$ cat config.mk
export PLATFORM = sky130hd
export DESIGN_NAME = motoro3_line_step_scheduler
export DESIGN_NICKNAME = d
export VERILOG_FILES = /design/src/rtl/motoro3_line_step_scheduler.sv
export SDC_FILE = /design/constraint.sdc
export NUM_CORES = 1
export LEC_CHECK = 0
export ABC_AREA = 1
export CAP_MARGIN = 10
export CORE_ASPECT_RATIO = 2
export CORE_MARGIN = 5
export CORE_UTILIZATION = 52
export CTS_BUF_LIST = sky130_fd_sc_hd__clkbuf_4
export DETAILED_ROUTE_END_ITERATION = 7
export PLACE_DENSITY_LB_ADDON = 0.12
export SLEW_MARGIN = 15
export SYNTH_ARGS = -nofsm -noshare
export SYNTH_HDL_FRONTEND = slang
export SYNTH_SLANG_ARGS = --single-unit
$ cat constraint.sdc
create_clock -name clk -period 3.3 [get_ports clk]
set_input_delay 0.66 -clock clk [delete_from_list [all_inputs] [get_ports clk]]
set_output_delay 0.66 -clock clk [all_outputs]
set_load 0.1 [all_outputs]
$ cat src/rtl/motoro3_line_step_scheduler.sv
// motoro3_line_step_scheduler
// Sequences the line-calculation datapath. It walks lcStep through one
// electrical round of STEP_NUM steps and holds each step for slLen PWM
// periods of plLen clocks each. The m3r_* configuration registers are
// shadowed, so a new PWM length takes effect only at a round boundary.
//
// Ports:
//   clk, rst         system clock, synchronous active-high reset
//   start, stop      start pulse (honoured only when idle) / stop pulse
//                    (the current round finishes, then the block idles)
//   m3r_pwmLenWant   requested PWM length from the register file
//   m3r_pwmMinMask   minimum-pulse mask from the register file
//   plLen, slLen     PWM period length and PWM periods per step from the
//                    calculators, valid SETTLE_CYC clocks after their inputs move
//   lcStep           current step index to the calculators
//   pwmLenUsed       shadowed m3r_pwmLenWant
//   pwmMinMaskUsed   shadowed m3r_pwmMinMask
//   pwmStrobe        one-clock pulse at the start of every PWM period
//   stepStrobe       one-clock pulse on the first RUN clock of every step
//   roundDone        one-clock pulse on the final RUN clock of a round
//   busy             high whenever the block is not idle
//   lenErr           sticky flag: a sampled plLen or slLen was zero
module motoro3_line_step_scheduler #(
  parameter int unsigned STEP_NUM   = 12,
  parameter int unsigned SETTLE_CYC = 2
) (
  input  logic        clk,
  input  logic        rst,
  input  logic        start,
  input  logic        stop,
  input  logic [11:0] m3r_pwmLenWant,
  input  logic [11:0] m3r_pwmMinMask,
  input  logic [15:0] plLen,
  input  logic [15:0] slLen,
  output logic [3:0]  lcStep,
  output logic [11:0] pwmLenUsed,
  output logic [11:0] pwmMinMaskUsed,
  output logic        pwmStrobe,
  output logic        stepStrobe,
  output logic        roundDone,
  output logic        busy,
  output logic        lenErr
);

  localparam int unsigned STEP_W = 4;
  localparam int unsigned LEN_W  = 16;
  localparam int unsigned CFG_W  = 12;
  localparam int unsigned SET_W  = 4;

  localparam logic [STEP_W-1:0] LAST_STEP   = STEP_W'(STEP_NUM - 1);
  localparam logic [SET_W-1:0]  SETTLE_LAST = SET_W'(SETTLE_CYC - 1);

  localparam logic [1:0] S_IDLE   = 2'd0;
  localparam logic [1:0] S_LOAD   = 2'd1;
  localparam logic [1:0] S_SETTLE = 2'd2;
  localparam logic [1:0] S_RUN    = 2'd3;

  logic [1:0]        state,      state_nxt;
  logic [SET_W-1:0]  settle_cnt, settle_cnt_nxt;
  logic [LEN_W-1:0]  pwm_cnt,    pwm_cnt_nxt;
  logic [LEN_W-1:0]  sl_cnt,     sl_cnt_nxt;
  logic [LEN_W-1:0]  pl_q,       pl_q_nxt;
  logic [LEN_W-1:0]  sl_q,       sl_q_nxt;
  logic              stopping,   stopping_nxt;

  logic [STEP_W-1:0] lc_step_nxt;
  logic [CFG_W-1:0]  len_used_nxt;
  logic [CFG_W-1:0]  mask_used_nxt;
  logic              len_err_nxt;
  logic              pwm_strobe_nxt;
  logic              step_strobe_nxt;
  logic              round_done_nxt;
  logic              busy_nxt;

  logic              period_end;
  logic              step_end;

  // Terminal counts of the running PWM period and of the step.
  assign period_end = (pwm_cnt == (pl_q - LEN_W'(1)));
  assign step_end   = period_end && (sl_cnt == (sl_q - LEN_W'(1)));

  // Next-state and next-output logic.
  always_comb begin
    state_nxt      = state;
    settle_cnt_nxt = settle_cnt;
    pwm_cnt_nxt    = pwm_cnt;
    sl_cnt_nxt     = sl_cnt;
    pl_q_nxt       = pl_q;
    sl_q_nxt       = sl_q;
    stopping_nxt   = stopping;
    lc_step_nxt    = lcStep;
    len_used_nxt   = pwmLenUsed;
    mask_used_nxt  = pwmMinMaskUsed;
    len_err_nxt    = lenErr;

    // A stop while busy is remembered until the round boundary.
    if ((state != S_IDLE) && stop) begin
      stopping_nxt = 1'b1;
    end

    case (state)
      S_IDLE: begin
        // start wins over a simultaneous stop, which still limits us to one round.
        if (start) begin
          state_nxt    = S_LOAD;
          len_err_nxt  = 1'b0;
          stopping_nxt = stop;
        end
      end

      S_LOAD: begin
        len_used_nxt   = m3r_pwmLenWant;
        mask_used_nxt  = m3r_pwmMinMask;
        lc_step_nxt    = '0;
        settle_cnt_nxt = '0;
        state_nxt      = S_SETTLE;
      end

      S_SETTLE: begin
        if (settle_cnt == SETTLE_LAST) begin
          // Freeze lengths for the whole step; zero is forced to 1 to keep counting sane.
          pl_q_nxt = (plLen == '0) ? LEN_W'(1) : plLen;
          sl_q_nxt = (slLen == '0) ? LEN_W'(1) : slLen;
          if ((plLen == '0) || (slLen == '0)) begin
            len_err_nxt = 1'b1;
          end
          pwm_cnt_nxt = '0;
          sl_cnt_nxt  = '0;
          state_nxt   = S_RUN;
        end else begin
          settle_cnt_nxt = settle_cnt + SET_W'(1);
        end
      end

      S_RUN: begin
        if (period_end) begin
          pwm_cnt_nxt = '0;
          if (step_end) begin
            sl_cnt_nxt = '0;
            if (lcStep != LAST_STEP) begin
              lc_step_nxt    = lcStep + STEP_W'(1);
              settle_cnt_nxt = '0;
              state_nxt      = S_SETTLE;
            end else if (stopping || stop) begin
              lc_step_nxt  = '0;
              stopping_nxt = 1'b0;
              state_nxt    = S_IDLE;
            end else begin
              state_nxt = S_LOAD;
            end
          end else begin
            sl_cnt_nxt = sl_cnt + LEN_W'(1);
          end
        end else begin
          pwm_cnt_nxt = pwm_cnt + LEN_W'(1);
        end
      end

      default: begin
        state_nxt = S_IDLE;
      end
    endcase

    // Strobes are computed from the upcoming clock so they line up with it once registered.
    pwm_strobe_nxt  = (state_nxt == S_RUN) && (pwm_cnt_nxt == '0);
    step_strobe_nxt = (state_nxt == S_RUN) && (state != S_RUN);
    round_done_nxt  = (state_nxt == S_RUN) &&
                      (lc_step_nxt == LAST_STEP) &&
                      (pwm_cnt_nxt == (pl_q_nxt - LEN_W'(1))) &&
                      (sl_cnt_nxt == (sl_q_nxt - LEN_W'(1)));
    busy_nxt        = (state_nxt != S_IDLE);
  end

  // State, counter and output registers.
  always_ff @(posedge clk) begin
    if (rst) begin
      state          <= S_IDLE;
      settle_cnt     <= '0;
      pwm_cnt        <= '0;
      sl_cnt         <= '0;
      pl_q           <= '0;
      sl_q           <= '0;
      stopping       <= 1'b0;
      lcStep         <= '0;
      pwmLenUsed     <= '0;
      pwmMinMaskUsed <= '0;
      pwmStrobe      <= 1'b0;
      stepStrobe     <= 1'b0;
      roundDone      <= 1'b0;
      busy           <= 1'b0;
      lenErr         <= 1'b0;
    end else begin
      state          <= state_nxt;
      settle_cnt     <= settle_cnt_nxt;
      pwm_cnt        <= pwm_cnt_nxt;
      sl_cnt         <= sl_cnt_nxt;
      pl_q           <= pl_q_nxt;
      sl_q           <= sl_q_nxt;
      stopping       <= stopping_nxt;
      lcStep         <= lc_step_nxt;
      pwmLenUsed     <= len_used_nxt;
      pwmMinMaskUsed <= mask_used_nxt;
      pwmStrobe      <= pwm_strobe_nxt;
      stepStrobe     <= step_strobe_nxt;
      roundDone      <= round_done_nxt;
      busy           <= busy_nxt;
      lenErr         <= len_err_nxt;
    end
  end

endmodule
# Word-level counts from Yosys, hierarchy flattened
# Index checks and enable logic that the tools add are counted.
[word_totals]
register_bits = 104
inputBits = 60
output_inout_bits = 33
elab_cells = 102
[op_classes]
add_sub_neg = 8
n_eq_ne = 19
n_mux = 41
reduce_logical = 19
[op_table]
columns = ["op", "count"]
rows = [
  ["16-bit two-way mux", 11],
  ["16-bit == test", 4],
  ["16-bit one-hot mux with 2 select lines", 2],
  ["16-bit by 1-bit subtractor with 16-bit output, second input constant", 4],
  ["16-bit zero test", 3],
  ["16-bit by 1-bit adder with 16-bit output, second input constant", 2],
  ["4-bit two-way mux", 8],
  ["2-bit inequality test, second input constant", 8],
  ["4-bit one-hot mux with 3 select lines", 1],
  ["1-bit two-way mux", 10],
  ["2-bit two-way mux", 5],
  ["4-bit by 1-bit adder with 4-bit output, second input constant", 2],
  ["2-bit one-hot mux with 4 select lines", 1],
  ["4-bit one-hot mux with 2 select lines", 1],
  ["1-bit logical AND", 7],
  ["2-bit == test, second input constant", 3],
  ["2-bit nonzero test", 3],
  ["5-bit AND reduction", 1],
  ["4-bit by 1-bit == test with 1-bit output, second input constant", 1],
  ["4-bit == test, second input constant", 1],
  ["4-bit inequality test, second input constant", 1],
  ["1-bit one-hot mux with 2 select lines", 2],
  ["4-bit AND reduction", 1],
  ["3-bit nonzero test", 1],
  ["3 further kinds", 4],
]

# Depth between registers and ports, before layout
[depth]
ltp_word = 10
ltp_mapped = 24
ltp_nobuf = 24

# Worst setup path after synthesis
# OpenSTA, ideal clock, no wires.
[synth_path]
path_kind = "reg2reg"
from = "reg state[0]"
to = "reg roundDone"
arrival_time_ns = 2.674
path_slack_ns = 0.563
path_stages_with_launch = 20
path_buffers = 1
period_less_slack_ns = 2.737
cell_sequence = "dfxtp_1 inv_1 ha_1 nand4_4 buf_6 clkinv_1 o21ai_2 ha_1 nand3_1 nor3_2 nand2_1 xor2_1 inv_1 nand2_1 nand2_1 nor2_1 nand2_1 nor2_1 nand2_1 nor2_1"
[synth_via]
elab_chain_cells = 7
word_cells_on_any_way = 23
[synth_lines]
columns = ["element", "line", "rtl"]
rows = [
  ["start: declaration", "58", "logic [1:0] state, state_nxt;"],
  ["start signal: assignment", "193", "state <= state_nxt;"],
  ["parallel branches: the longest is 6 deep, another holds 16-bit by 1-bit subtractor with 16-bit output", "-", ""],
  ["1-bit logical AND *", "169", "(pwm_cnt_nxt == (pl_q_nxt - LEN_W'(1))) &&"],
  ["end signal: assignment", "205", "roundDone <= round_done_nxt;"],
  ["end: declaration", "40", "output logic roundDone,"],
]
# Every way passes the cells marked *.
# A chain may end at the register's enable or synchronous reset.

# Final worst setup path
# Same ends and word-level chain as after synthesis.

==> impl_metrics.env <==
export IMPL_status="finished, final reports clean"
export IMPL_dieArea_um2=19420
export IMPL_drv_cap=0
export IMPL_cp_start_kind="register"
export IMPL_cp_slowest_cell="dfxtp_1"
export IMPL_stdcell_count=1812
export IMPL_setup_viol=0
export IMPL_cts_buffers=9
export IMPL_initial_utilization_pct=53.02
export IMPL_clock_latency_ps=520
export IMPL_cts_tree="yes"
export IMPL_yosysTopAreaCell="dfxtp_1"
export IMPL_cts_buffer_depth=2
export IMPL_drcViolationCount=0
export IMPL_r2r_start="state[0]"
export IMPL_synth_distinct_cells=46
export IMPL_worst_pin_slew_ps=736.1
export IMPL_crit_arrival_ps=3580
export IMPL_critPathMaxStageDelay_ps=350
export IMPL_yosys_top_cells_area="dfxtp_1, nand2_1, nor2_1"
export IMPL_grt_max_degree=53
export IMPL_holdPathStages=2
export IMPL_die_x_um=101.1
export IMPL_gp_congestion=1.059
export IMPL_wl_per_cell_um=18.51
export IMPL_dpl_cell_area_um2=9948
export IMPL_holdCritStartpoint="settle_cnt[0]"
export IMPL_finalClockSkew_ps=27.59
export IMPL_chipHeight_um=192.1
export IMPL_timing_final_crit_share_pct=94.10
export IMPL_overflow=0
export IMPL_synth_main_ff_cell="dfxtp_1"
export IMPL_cts_htree_levels=3
export IMPL_path_cells="inv_1 -> ha_4 -> nand4_4 -> buf_12 -> clkinv_1 -> nand3_1 -> o21ai_2 -> ha_1 -> nand3_1 -> nor3_2 -> nand4_1 -> xor2_2 -> inv_1 -> nand2_1 -> nand2_2 -> nand3_1 -> nor2_1 -> nand2_1 -> nor2_1"
export IMPL_cpMostUsedCell="nand3_1"
export IMPL_area_growth_pct=18.31
export IMPL_syn_area_per_cell_um2=5.824
export IMPL_hold_viol_final=0
export IMPL_ios=93
export IMPL_reg2reg_depth=19
export IMPL_synth_edff_count=0
export IMPL_path_class="reg -> reg"
export IMPL_async_reset_ff_share_pct=0
export IMPL_cts_root_buffer="clkbuf_4"
export IMPL_ir_drop_uv=371.8
export IMPL_fin_area_um2=10200
export IMPL_powerDensity_nw_per_um2=321.9
export IMPL_path_clk_slew_ps=190
export IMPL_synth_common_cells="nand2_1, nor2_1, inv_1, nand3_1, dfxtp_1"
export IMPL_dp_hpwl_um=27250
export IMPL_antenna_found_initial=1
export IMPL_leakagePower_uw=0.005285
export IMPL_r2r_setup_slack_ps=190
export IMPL_io_buffers=92
export IMPL_endpoint_kind="register"
export IMPL_slew_viol_final=0
export IMPL_yosys_warnings=0
export IMPL_core_area_um2=16270
export IMPL_dr_first_iter_drc_count=494
export IMPL_drtPass1Iterations=6
export IMPL_place_inst=1789
export IMPL_fmax_mhz=322.0
export IMPL_vias=9900
export IMPL_drive_above_1_share_pct=12.13
export IMPL_post_route_util_pct=62.73
export IMPL_synth_most_common_cell="nand2_1"
export IMPL_yosysSeqAreaShare_pct=24.14
export IMPL_grt_pass1_vias=9590
export IMPL_slew_headroom_pct=50.87
export IMPL_whs_endpoint="settle_cnt[0]"
export IMPL_crit_fanout=19
export IMPL_min_period_ps=3105
export IMPL_worst_endpoint_required_ps=3770
export IMPL_ant_nets=0
export IMPL_syn_instance_count=1481
export IMPL_syn_area_um2=8626
export IMPL_rr_endpoint="roundDone"
export IMPL_clock_sinks=104
export IMPL_vias_per_cell=5.464
export IMPL_nets=1676
export IMPL_ys_ff_latch=104
export IMPL_synth_top_cell_area_share_pct=24.14
export IMPL_syn_nets=1555
export IMPL_globalRouteTotalUtil_pct=34.33
export IMPL_grt_pass1_wl_um=49880
export IMPL_fill_cells=1662
export IMPL_rows=66
export IMPL_wl_um=33540
export IMPL_postCtsHoldBufs=0
export IMPL_hold_class="reg -> reg"
stage by stage:
step	total power, µW	hold slack (ps)	TNS, ps	setup slack [ps]
2_1_floorplan	2225	487.6	0	562.5
5_1_grt	3446	538.2	-30.56	-30.56
4_1_cts	3281	531.0	0	16.72
3_3_place_gp	2572	478.9	0	42.69
6_report	3285	507.9	0	194.8
3_5_place_dp	2585	488.4	0	30.34
repair_timing:
item,in CTS,in global routing
setup buffers,0,5
gates resized for setup,0,15
setup endpoints to repair,0,1
layer usage:
metal | global-route usage (%) | wire length (µm) | part of all wire (%) | vias to the layer above
met5 | 0 | 0 | 0 | -
met4 | 36.30 | 4458 | 13 | 0
met3 | 5.198 | 1462 | 4.4 | 195
met2 | 64.76 | 18050 | 54 | 411
met1 | 27.20 | 9572 | 29 | 4419
li1 | - | - | - | 4875
sequential cells by signal (all words and copies together) (netlist names):
register and cells:
lcStep 4, stepStrobe 1, settle_cnt 4, state 2
pwmMinMaskUsed 12, busy 1, sl_cnt 16, roundDone 1
pwmLenUsed 12, sl_q 16, stopping 1, pl_q 16
pwmStrobe 1, pwm_cnt 16, lenErr 1
where the power goes:
| group | total (µW) | switching (µW) | internal (µW) | leakage (µW) |
|---|---|---|---|---|
| Combinational | 1210 | 867 | 346 | 0.00437 |
| Clock | 704 | 523 | 180 | 0.0000744 |
| Sequential | 1370 | 42.0 | 1330 | 0.000844 |
final cells by class:
cell class | count | area (µm²) | share of cell area (%)
inverter | 210 | 788.3 | 7.724
sequential | 104 | 2085 | 20.43
timing repair buffer | 151 | 1343 | 13.16
clock buffer | 9 | 67.56 | 0.6621
multi-input combinational | 1126 | 5594 | 54.82
antenna | 1 | 2.502 | 0.02452
clock inverter | 7 | 70.07 | 0.6866
tap | 204 | 255.2 | 2.501
worst max-delay path by stage:
| stage | from | endpoint | slack, ps | cells past startpoint |
|---|---|---|---|---|
| floorplan | state[0] | roundDone | 560 | 19 |
| global placement | slLen[7] | roundDone | 40 | 18 |
| detailed placement | slLen[4] | roundDone | 30 | 18 |
| CTS | state[0] | roundDone | 20 | 18 |
| global route | state[0] | roundDone | -30 | 19 |
| finish | state[0] | roundDone | 190 | 19 |
critical path, delay by kind of cell, from the launching register on:
| kind | cells | cell delay, ps |
|---|---|---|
| AOI/OAI and AO/OA | 1 | 80 |
| xor gates and xnor gates | 1 | 190 |
| adders and majority gates | 2 | 440 |
| buffers and inverters | 4 | 540 |
| DFF | 1 | 350 |
| and+or+nand+nor | 11 | 1460 |
kinds of logic after synthesis:
logic type	after synthesis	share of synthesized area (%)
AOI/OAI and AO/OA	142	8.964
DFF	104	24.14
and+or+nand+nor	903	46.26
xor gates and xnor gates	66	6.861
adders and majority gates	14	2.031
buffers and inverters	252	11.75
cells in the final DEF (no fill, tap or decap), types with 3 or more instances in the layout:
cell | netlist | final
nor2_4 | 8 | 8
xnor2_1 | 16 | 16
or2_2 | 5 | 5
clkbuf_4 | 0 | 9
nand2_1 | 430 | 429
nor3_1 | 13 | 13
clkdlybuf4s50_1 | 0 | 58
xor2_1 | 49 | 47
nand3b_1 | 13 | 13
a211oi_1 | 3 | 3
nor2_2 | 14 | 17
nor2_1 | 230 | 227
o21ai_1 | 32 | 33
inv_2 | 8 | 8
o21ai_2 | 7 | 7
nor4_1 | 10 | 10
o21ai_0 | 54 | 53
nand4_1 | 19 | 19
nand2_2 | 7 | 8
buf_12 | 0 | 5
buf_4 | 2 | 86
nand3_1 | 129 | 128
nand3_2 | 12 | 13
ha_1 | 14 | 11
a21oi_1 | 39 | 38
inv_1 | 200 | 200
inv_8 | 0 | 4
dfxtp_1 | 104 | 102
Note: power is estimated with default switching activity, not from simulation.
